**config.mk**
```make
export PLATFORM = sky130hd
export DESIGN_NAME = poly_horner
export DESIGN_NICKNAME = d
export VERILOG_FILES = /design/src/rtl/poly_pkg.sv /design/src/rtl/fxp_horner_step.sv /design/src/rtl/poly_horner.sv
export SDC_FILE = /design/constraint.sdc
export NUM_CORES = 1
export LEC_CHECK = 0
export BUFFER_PORTS_ARGS = -buffer_cell sky130_fd_sc_hd__buf_2
export CAP_MARGIN = 25
export CORE_MARGIN = 2
export CORE_UTILIZATION = 70
export DETAILED_ROUTE_END_ITERATION = 7
export PLACE_DENSITY = 0.89
export SLEW_MARGIN = 10
export SYNTH_ARGS = -nofsm -noshare
export SYNTH_HDL_FRONTEND = slang
export SYNTH_SLANG_ARGS = --single-unit
```
**constraint.sdc**
```tcl
create_clock -name clk -period 15.1 [get_ports clk]
set_input_delay 0.755 -clock clk [delete_from_list [all_inputs] [get_ports clk]]
set_output_delay 0.755 -clock clk [all_outputs]
set_load 0.01 [all_outputs]
```
**src/rtl/poly_pkg.sv**
```systemverilog
// Shared types and arithmetic sizing helpers for the Horner polynomial evaluator.
package poly_pkg;

  typedef enum logic [1:0] {IDLE, RUN, DONE} poly_state_e;

  // Accumulator width: holds (acc*x)>>>FBITS plus a coefficient without overflow.
  function automatic int wid_acc(input int wid, input int fbits);
    return (2*wid - fbits + 2 > 32) ? (2*wid - fbits + 2) : 32;
  endfunction

  function automatic longint clamp_max(input int wid);
    return (longint'(1) <<< (wid - 1)) - 1;
  endfunction

  function automatic longint clamp_min(input int wid);
    return -(longint'(1) <<< (wid - 1));
  endfunction

endpackage

```
**src/rtl/fxp_horner_step.sv**
```systemverilog
// One Horner step: next = clamp(((acc*x) >>> FBITS) + c), flags when clamping occurred.
module fxp_horner_step
  import poly_pkg::*;
#(
  parameter int WID   = 16,
  parameter int FBITS = 8
) (
  input  logic [WID-1:0] acc_i,
  input  logic [WID-1:0] x_i,
  input  logic [WID-1:0] c_i,
  output logic [WID-1:0] acc_o,
  output logic           clamp_o
);

  localparam int WA = wid_acc(WID, FBITS);
  localparam logic signed [WA-1:0] MAXV = WA'(clamp_max(WID));
  localparam logic signed [WA-1:0] MINV = WA'(clamp_min(WID));

  logic signed [2*WID-1:0] prod;
  logic signed [2*WID-1:0] prod_sh;
  logic signed [WA-1:0]    sum;

  always_comb begin
    prod    = (2*WID)'($signed(acc_i)) * (2*WID)'($signed(x_i));
    prod_sh = prod >>> FBITS;
    sum     = WA'(prod_sh) + WA'($signed(c_i));
    acc_o   = sum[WID-1:0];
    clamp_o = 1'b0;
    if (sum > MAXV) begin
      acc_o   = MAXV[WID-1:0];
      clamp_o = 1'b1;
    end else if (sum < MINV) begin
      acc_o   = MINV[WID-1:0];
      clamp_o = 1'b1;
    end
  end

endmodule

```
**src/rtl/poly_horner.sv**
```systemverilog
// Iterative fixed-point polynomial evaluator, one Horner multiply-accumulate per clock.
module poly_horner
  import poly_pkg::*;
#(
  parameter int WID   = 16,
  parameter int FBITS = 8,
  parameter int DEG   = 3,
  localparam int AW   = $clog2(DEG + 1)
) (
  input  logic           clk,
  input  logic           rst_n,
  input  logic           coef_we,
  input  logic [AW-1:0]  coef_addr,
  input  logic [WID-1:0] coef_wdata,
  output logic           coef_err,
  input  logic           in_valid,
  output logic           in_ready,
  input  logic [WID-1:0] x,
  output logic           out_valid,
  input  logic           out_ready,
  output logic [WID-1:0] y,
  output logic           sat
);

  poly_state_e           state_q, state_d;
  logic [DEG:0][WID-1:0] coef_q;
  logic [WID-1:0]        acc_q, x_q, step_acc;
  logic [AW-1:0]         k_q;
  logic                  sat_q, out_valid_q, coef_err_q, step_clamp;
  logic                  accept, wr_ok;
  logic [(1<<AW)-1:0]    addr_ok;

  // Address legality as a constant mask avoids range compares that fold to constants.
  for (genvar a = 0; a < (1 << AW); a++) begin : g_addr
    assign addr_ok[a] = (a <= DEG);
  end

  assign in_ready = (state_q == IDLE);
  assign accept   = in_valid && in_ready;
  assign wr_ok    = coef_we && in_ready && addr_ok[coef_addr];

  fxp_horner_step #(.WID(WID), .FBITS(FBITS)) u_step (
    .acc_i   (acc_q),
    .x_i     (x_q),
    .c_i     (coef_q[k_q]),
    .acc_o   (step_acc),
    .clamp_o (step_clamp)
  );

  always_comb begin
    state_d = state_q;
    unique case (state_q)
      IDLE:    if (accept)      state_d = RUN;
      RUN:     if (k_q == '0)   state_d = DONE;
      DONE:    if (out_ready)   state_d = IDLE;
      default:                  state_d = IDLE;
    endcase
  end

  always_ff @(posedge clk) begin
    if (!rst_n) begin
      state_q     <= IDLE;
      coef_q      <= '0;
      acc_q       <= '0;
      x_q         <= '0;
      k_q         <= '0;
      sat_q       <= 1'b0;
      out_valid_q <= 1'b0;
      coef_err_q  <= 1'b0;
    end else begin
      state_q     <= state_d;
      out_valid_q <= (state_d == DONE);
      coef_err_q  <= coef_we && !wr_ok;
      if (wr_ok) coef_q[coef_addr] <= coef_wdata;
      if (accept) begin
        x_q   <= x;
        // A same-cycle write to the leading coefficient must be seen by this sample.
        acc_q <= (wr_ok && coef_addr == AW'(DEG)) ? coef_wdata : coef_q[DEG];
        k_q   <= AW'(DEG - 1);
        sat_q <= 1'b0;
      end else if (state_q == RUN) begin
        acc_q <= step_acc;
        sat_q <= sat_q | step_clamp;
        k_q   <= k_q - AW'(1);
      end
    end
  end

  assign out_valid = out_valid_q;
  assign y         = acc_q;
  assign sat       = sat_q;
  assign coef_err  = coef_err_q;

endmodule
```
# After elaboration in Yosys (flattened, before gate mapping)
# Cells that the tools add are included.
totals:
  out_inout_bits: 20
  word_cells: 57
  reg_bits: 103
classes:
  n_eq_ne: 4
  add_sub_neg: 2
  bitwise: 2
  n_mux: 20
  n_reduce_logical: 11
  order_cmp: 5
  multipliers: 1
ops:
  columns: ["op", "n"]
  rows:
  - ["$mux W16", 7]
  - ["$bwmux W64", 1]
  - ["$bmux W16 S2", 1]
  - ["$demux W16 S2", 1]
  - ["$gt A32 B16 Y1 const B", 1]
  - ["$lt A32 B16 Y1 const B", 1]
  - ["$mul A16 B16 Y32", 1]
  - ["$add A24 B16 Y25", 1]
  - ["$mux W2", 5]
  - ["$eq A2 B2 Y1 const B", 3]
  - ["$logic_and A1 B1 Y1", 6]
  - ["$lt A2 B3 Y1 const B", 2]
  - ["$pmux W2 S3", 1]
  - ["$logic_not A2 Y1", 2]
  - ["$mux W1", 3]
  - ["$bmux W1 S2", 1]
  - ["$eq A2 B1 Y1 const B", 1]
  - ["$ge A2 B1 Y1 const B", 1]
  - ["$reduce_bool A2 Y1", 1]
  - ["$reduce_or A2 Y1", 1]
  - ["$sub A2 B1 Y2 const B", 1]
  - ["$logic_not A1 Y1", 1]
  - ["$not A1 Y1", 1]
  - ["$or A1 B1 Y1", 1]

# Longest topological paths before layout
logic_depth:
  ltp_word: 8
  mapped_depth: 37
  ltp_nobuf: 35

# Cells and area by module
# From an unflattened synthesis, not the netlist that was laid out.
hier_totals:
  hier_cells: 1786
  hier_area_um2: 15602.5
modules_own_cells:
  columns: ["module", "area_per_inst_um2", "seq_area_each_um2", "instances", "cells_per_inst"]
  rows:
  - ["fxp_horner_step", 11106.9, 0.0, 1, 1274]
  - ["poly_horner", 4495.6, 2062.0, 1, 512]

# Worst setup path after synthesis
# OpenSTA, ideal clock, no wires.
synth_path:
  kind: "register to register"
  start: "reg acc_q[9] (netlist: y[9])"
  end: "reg acc_q[10] (netlist: y[10])"
  required_time_ns: 15.026
  period_less_slack_ns: 8.679
  path_stages_with_launch: 35
  path_slack_ns: 6.421
  arrival_time_ns: 8.605
  setup_time_ns: 0.074
  path_cell_list: "dfxtp_1 > clkbuf_1 > clkbuf_1 > nand2_1 > fa_1 > fa_1 > fa_1 > inv_1 > fa_1 > fa_1 > inv_1 > fa_1 > inv_1 > ha_1 > a21o_1 > a21o_1 > a21o_1 > a2111oi_0 > o31a_1 > o21ai_1 > a21o_1 > a211o_1 > and3_1 > ha_1 > nand2_1 > o21ai_2 > mux2_2 > a31oi_1 > o211ai_1 > nor3_1 > nand4_1 > nor4_4 > buf_6 > o21ai_1 > a31oi_1"
synth_via:
  elab_chain_cells: 7
  word_cells_on_any_way: 8
synth_lines:
  columns: ["element", "line", "text"]
  rows:
  - ["start: declaration", "poly_horner.sv:27", "logic [WID-1:0] acc_q, x_q, step_acc;"]
  - ["start signal: assignment", "poly_horner.sv:78", "acc_q <= (wr_ok && coef_addr == AW'(DEG)) ? coef_wdata : coef_q[DEG];"]
  - ["start signal: assignment", "poly_horner.sv:82", "acc_q <= step_acc;"]
  - ["$mul A16 B16 Y32 (*)", "fxp_horner_step.sv:24", "prod = (2*WID)'($signed(acc_i)) * (2*WID)'($signed(x_i));"]
  - ["$add A24 B16 Y25 (*)", "fxp_horner_step.sv:26", "sum = WA'(prod_sh) + WA'($signed(c_i));"]
  - ["$lt A32 B16 Y1", "fxp_horner_step.sv:32", "end else if (sum < MINV) begin"]
  - ["$mux W16", "fxp_horner_step.sv:32", null]
  - ["$mux W16 (*)", "fxp_horner_step.sv:29", "if (sum > MAXV) begin"]
  - ["$mux W16 (*)", "poly_horner.sv:81", "end else if (state_q == RUN) begin"]
  - ["$mux W16 (*)", "poly_horner.sv:75", "if (accept) begin"]
# Mark *: on every way between the ends. The rest lies on a longest branch, timed or not. The select of a mux whose other input is x is not followed.
# A chain may end at the register's enable or synchronous reset.

# Worst setup path in the final report
layout_path:
  start: "reg acc_q[7] (netlist: y[7])"
  end: "reg acc_q[10] (netlist: y[10])"
# Same word-level chain as after synthesis.

==> reports/results.txt <==
The analysis attributes to net switching a power of 1.20 mW. No sink is reached through more buffers than the 2 on the longest clock path. By instance count, the cell type seen most on the critical path is fa_1. The slew of the pin with the lowest slew margin is 1.08 ns, and the number of search-and-repair iterations in the first detailed-routing pass is 8. The clock reaches the later pin of the worst-skew pair after 0.35 ns. By instance count, the leading cell after synthesis is inv_1.

Each instance of the synthesized netlist takes up on average 8.80 um2. The run gives 70.9% as the share of power burned in combinational logic. The final hold violation count came out at 0. Measured against its own limit, the worst slew margin works out to 27.7%. Together, buffers and inverters on the worst path number 4. The congestion estimate from routability-driven global placement came to 0.993. Power per cell area: 138 mW/mm2. The first global-routing pass estimated 70.4 mm of wire. Yosys mapped a number of flops with a built-in enable equal to 0. The number of storage elements in the synthesis netlist came out at 103. Worst ir drop on vdd: 0.000131 V. Summing the sequential cell areas from Yosys gives 13.0% of the chip area.

Maximum level of the CTS H-tree: 3. The path class of the tightest hold or removal check is reg2reg. Hold repair after CTS inserted 0 buffers.

Cells with a size suffix above 1 make up 7.41% of the layout. Counting flops with an async set or reset pin after synthesis yields a share of 0%. The pin count of the biggest net entering global routing came out at 104.

Data on the critical path arrives at its endpoint at 10.54 ns. The core region is 0.0225 mm2. Max-cap violations in this run came to 0. For this design the static power due to leakage is 7.92 nW. The detailed router placed 12833 vias in this run. The number of clock buffers inserted by TritonCTS is 9.

Setup repair after global routing left no endpoint under its margin. Compared with the post-synthesis result, the final layout area differs by 4.29%. The die outline height was 155 um. TritonCTS built the clock tree.

Synthesis produced 1808 cells. The critical path in this run is classified as reg2reg. Portion of the clock cycle consumed by the worst path in the final layout: 68.1%. The kind of cell with the highest combined delay along the critical path is adder cells. The detailed router finished its first iteration with 1203 violations.

The internal power was 1.08 mW; the remaining routing DRC violations was 0. The tools report the total setup buffers inserted after CTS as 0. The via count normalized by instance count is 6.17. The flow ran to the end, and the final reports show no timing, DRC or antenna violations. The floorplan has 55 rows.

The detail route stage leaves a number of antenna-violating nets equal to 0. For the distinct cell type count after synthesis, the log shows 81. Clock-pin slew was measured on the worst setup and hold paths at 0.07 ns. The run gives 2215 as the net count after synthesis. Net switching is 52.7% of the power.

By area the synthesized netlist is led by fa_1 33%, dfxtp_1 13%, ha_1 8.3%. Across the routed clock network, the largest skew measured is 0.00790 ns. The library cell used as clock root buffer was clkbuf_16. The overall routed net length is 42.4 mm, and the number of instances resized during post-cts repair is 0. The logs give 32.6 mm for the post-detailed-placement half-perimeter wirelength and 59 for the number of top-level pins. For the data required time at the worst endpoint, the log shows 15.36 ns. STA classifies the critical path startpoint as a register. The port buffer count works out to 58. Global routing finished with a remaining overflow of 0. Across the whole layout, storage elements account for 0.00206 mm2. Fill cells in the final layout number 1496.

The multi-input logic area was 0.0123 mm2; the cell area after synthesis was 0.0159 mm2. Based on the critical path, the design can be clocked at up to 97.3 MHz. The number of antenna violations at the first check in global routing was 0. At the end of the flow, the number of nets in the layout was 2197. The post-layout instance area is 0.0166 mm2, and the maximum single-stage delay on the critical path is 1.04 ns.

The run gives 0.0240 mm2 as the total die area. After detailed routing, the average wire length per cell comes to 20.4 um. Setup violations remaining at the end of the flow were counted as 0. Per report_power, the sequential group accounts for 17.3% of the total. By count the netlist is led by 301 x inv_1, 278 x nand2_1, 262 x fa_1, 127 x and2_1, 106 x ha_1. In this run the worst path has a maximum fanout of 19. For this design, the sink count on the clock tree is 103. The clock network is responsible for 11.8% of the overall power. The kind of end point of the critical path was a register.

The number of slew-limit violations in the final report was 0. The cell area after placement came out at 0.0162 mm2. Warning count from the yosys run: 0. The final critical-path required period works out to 10.28 ns. Most instantiated flip-flop cell in the synthesis netlist: dfxtp_1. Global routing used 37.6% of the available tracks across all layers. The floorplan step set the die width to 155 um. The most area-hungry cell type in the Yosys netlist was fa_1. The largest individual stage delay along the critical path comes from the cell dfxtp_1.

Summed over all failing endpoints, the final setup total negative slack is 0 ns. The effective utilization at floorplan came out at 70.7%. The logs give 13779 for the via count of the first global-routing pass and 0 for the diode insertion count for antenna repair. After synthesis, the largest area contributor takes up 33.0% of total cell area.
==> layer usage <==
metal,global-route usage (%),vias up,wire (um)
met1,48.0,6201,15600
li1,-,5688,-
met5,0,-,0
met4,16.7,0,2110
met2,61.9,750,20200
met3,8.74,194,4540
==> registers in the layout, summed over array words and instances, names as in the netlist <==
| signal | cells |
|---|---|
| sat | 1 |
| state_q | 2 |
| k_q | 2 |
| y | 16 |
| coef_err | 1 |
| coef_q | 64 |
| x_q | 16 |
| out_valid | 1 |
==> kinds of logic (layout without fill, tap and decap cells) <==
group / count (synthesis) / count (layout) / share of synthesized area (%)
adder cells (fa/ha/maj): 368 / 368 / 41.3
flip-flops: 103 / 103 / 13.0
multiplexers: 37 / 37 / 3.60
buffers and inverters: 398 / 384 / 9.65
AO/OA/AOI/OAI: 274 / 274 / 12.0
AND/OR/NAND/NOR: 582 / 582 / 18.0
XOR/XNOR: 46 / 46 / 2.53
==> worst paths after layout <==
path / cells past startpoint / start / slack (ns) / to
min reg2reg: 2 / coef_q[3] / 0.47 / coef_q[3]
max reg2reg: 32 / y[7] / 4.82 / y[10]
max: 32 / y[7] / 4.82 / y[10]
min: 2 / coef_q[3] / 0.47 / coef_q[3]
==> tightest hold or removal path, stage by stage (launching register included) <==
cell      delay, ns
dfxtp_1        0.31
nand2_1        0.05
a21boi_0       0.06
==> power by group through the flow <==
stage	clock network (mW)	logic, mW	registers, mW
2_1_floorplan	0	1.25	0.325
3_3_place_gp	0	1.52	0.390
3_5_place_dp	0	1.56	0.394
4_1_cts	0.269	1.59	0.389
5_1_grt	0.280	1.78	0.398
6_report	0.270	1.62	0.396
==> area by class of cell <==
type                            instances  share of cell area (%)
Clock buffer                            9                    1.36
Clock inverter                          6                   0.716
Inverter                              301                    6.81
Multi-Input combinational cell       1307                    74.2
Sequential cell                       103                    12.4
Tap cell                              285                    2.15
Timing Repair Buffer                   68                    2.30
==> metrics by stage <==
stage          instances  hold WS [ns]  utilization, %  total power [mW]  setup WS [ns]
3_3_place_gp        2062         0.449            72.1              1.91           5.49
6_report            2079         0.466            73.8              2.28           4.82
2_1_floorplan       1808         0.440               -              1.58           6.42
4_1_cts             2078         0.468            73.7              2.25           5.06
3_5_place_dp        2063         0.458            72.1              1.96           5.11
5_1_grt             2079         0.495            73.8              2.46           4.36
==> placed cells by master (no fill, tap or decap), types with 9 or more instances in the layout <==
cell type	instances
nor2_1	56
o21ai_1	18
a31oi_1	18
xnor2_1	32
a21boi_0	64
inv_1	301
a21oi_1	57
nor3_1	15
and2_1	126
nand2_1	278
mux2i_1	19
dfxtp_1	103
ha_1	106
o211ai_1	9
a21o_1	14
nor2b_1	26
nand3_1	14
nand4_1	11
clkbuf_16	9
mux4_2	16
o21ai_0	26
buf_2	58
fa_1	262
xor2_1	14
(Power assumes the default switching activity.)
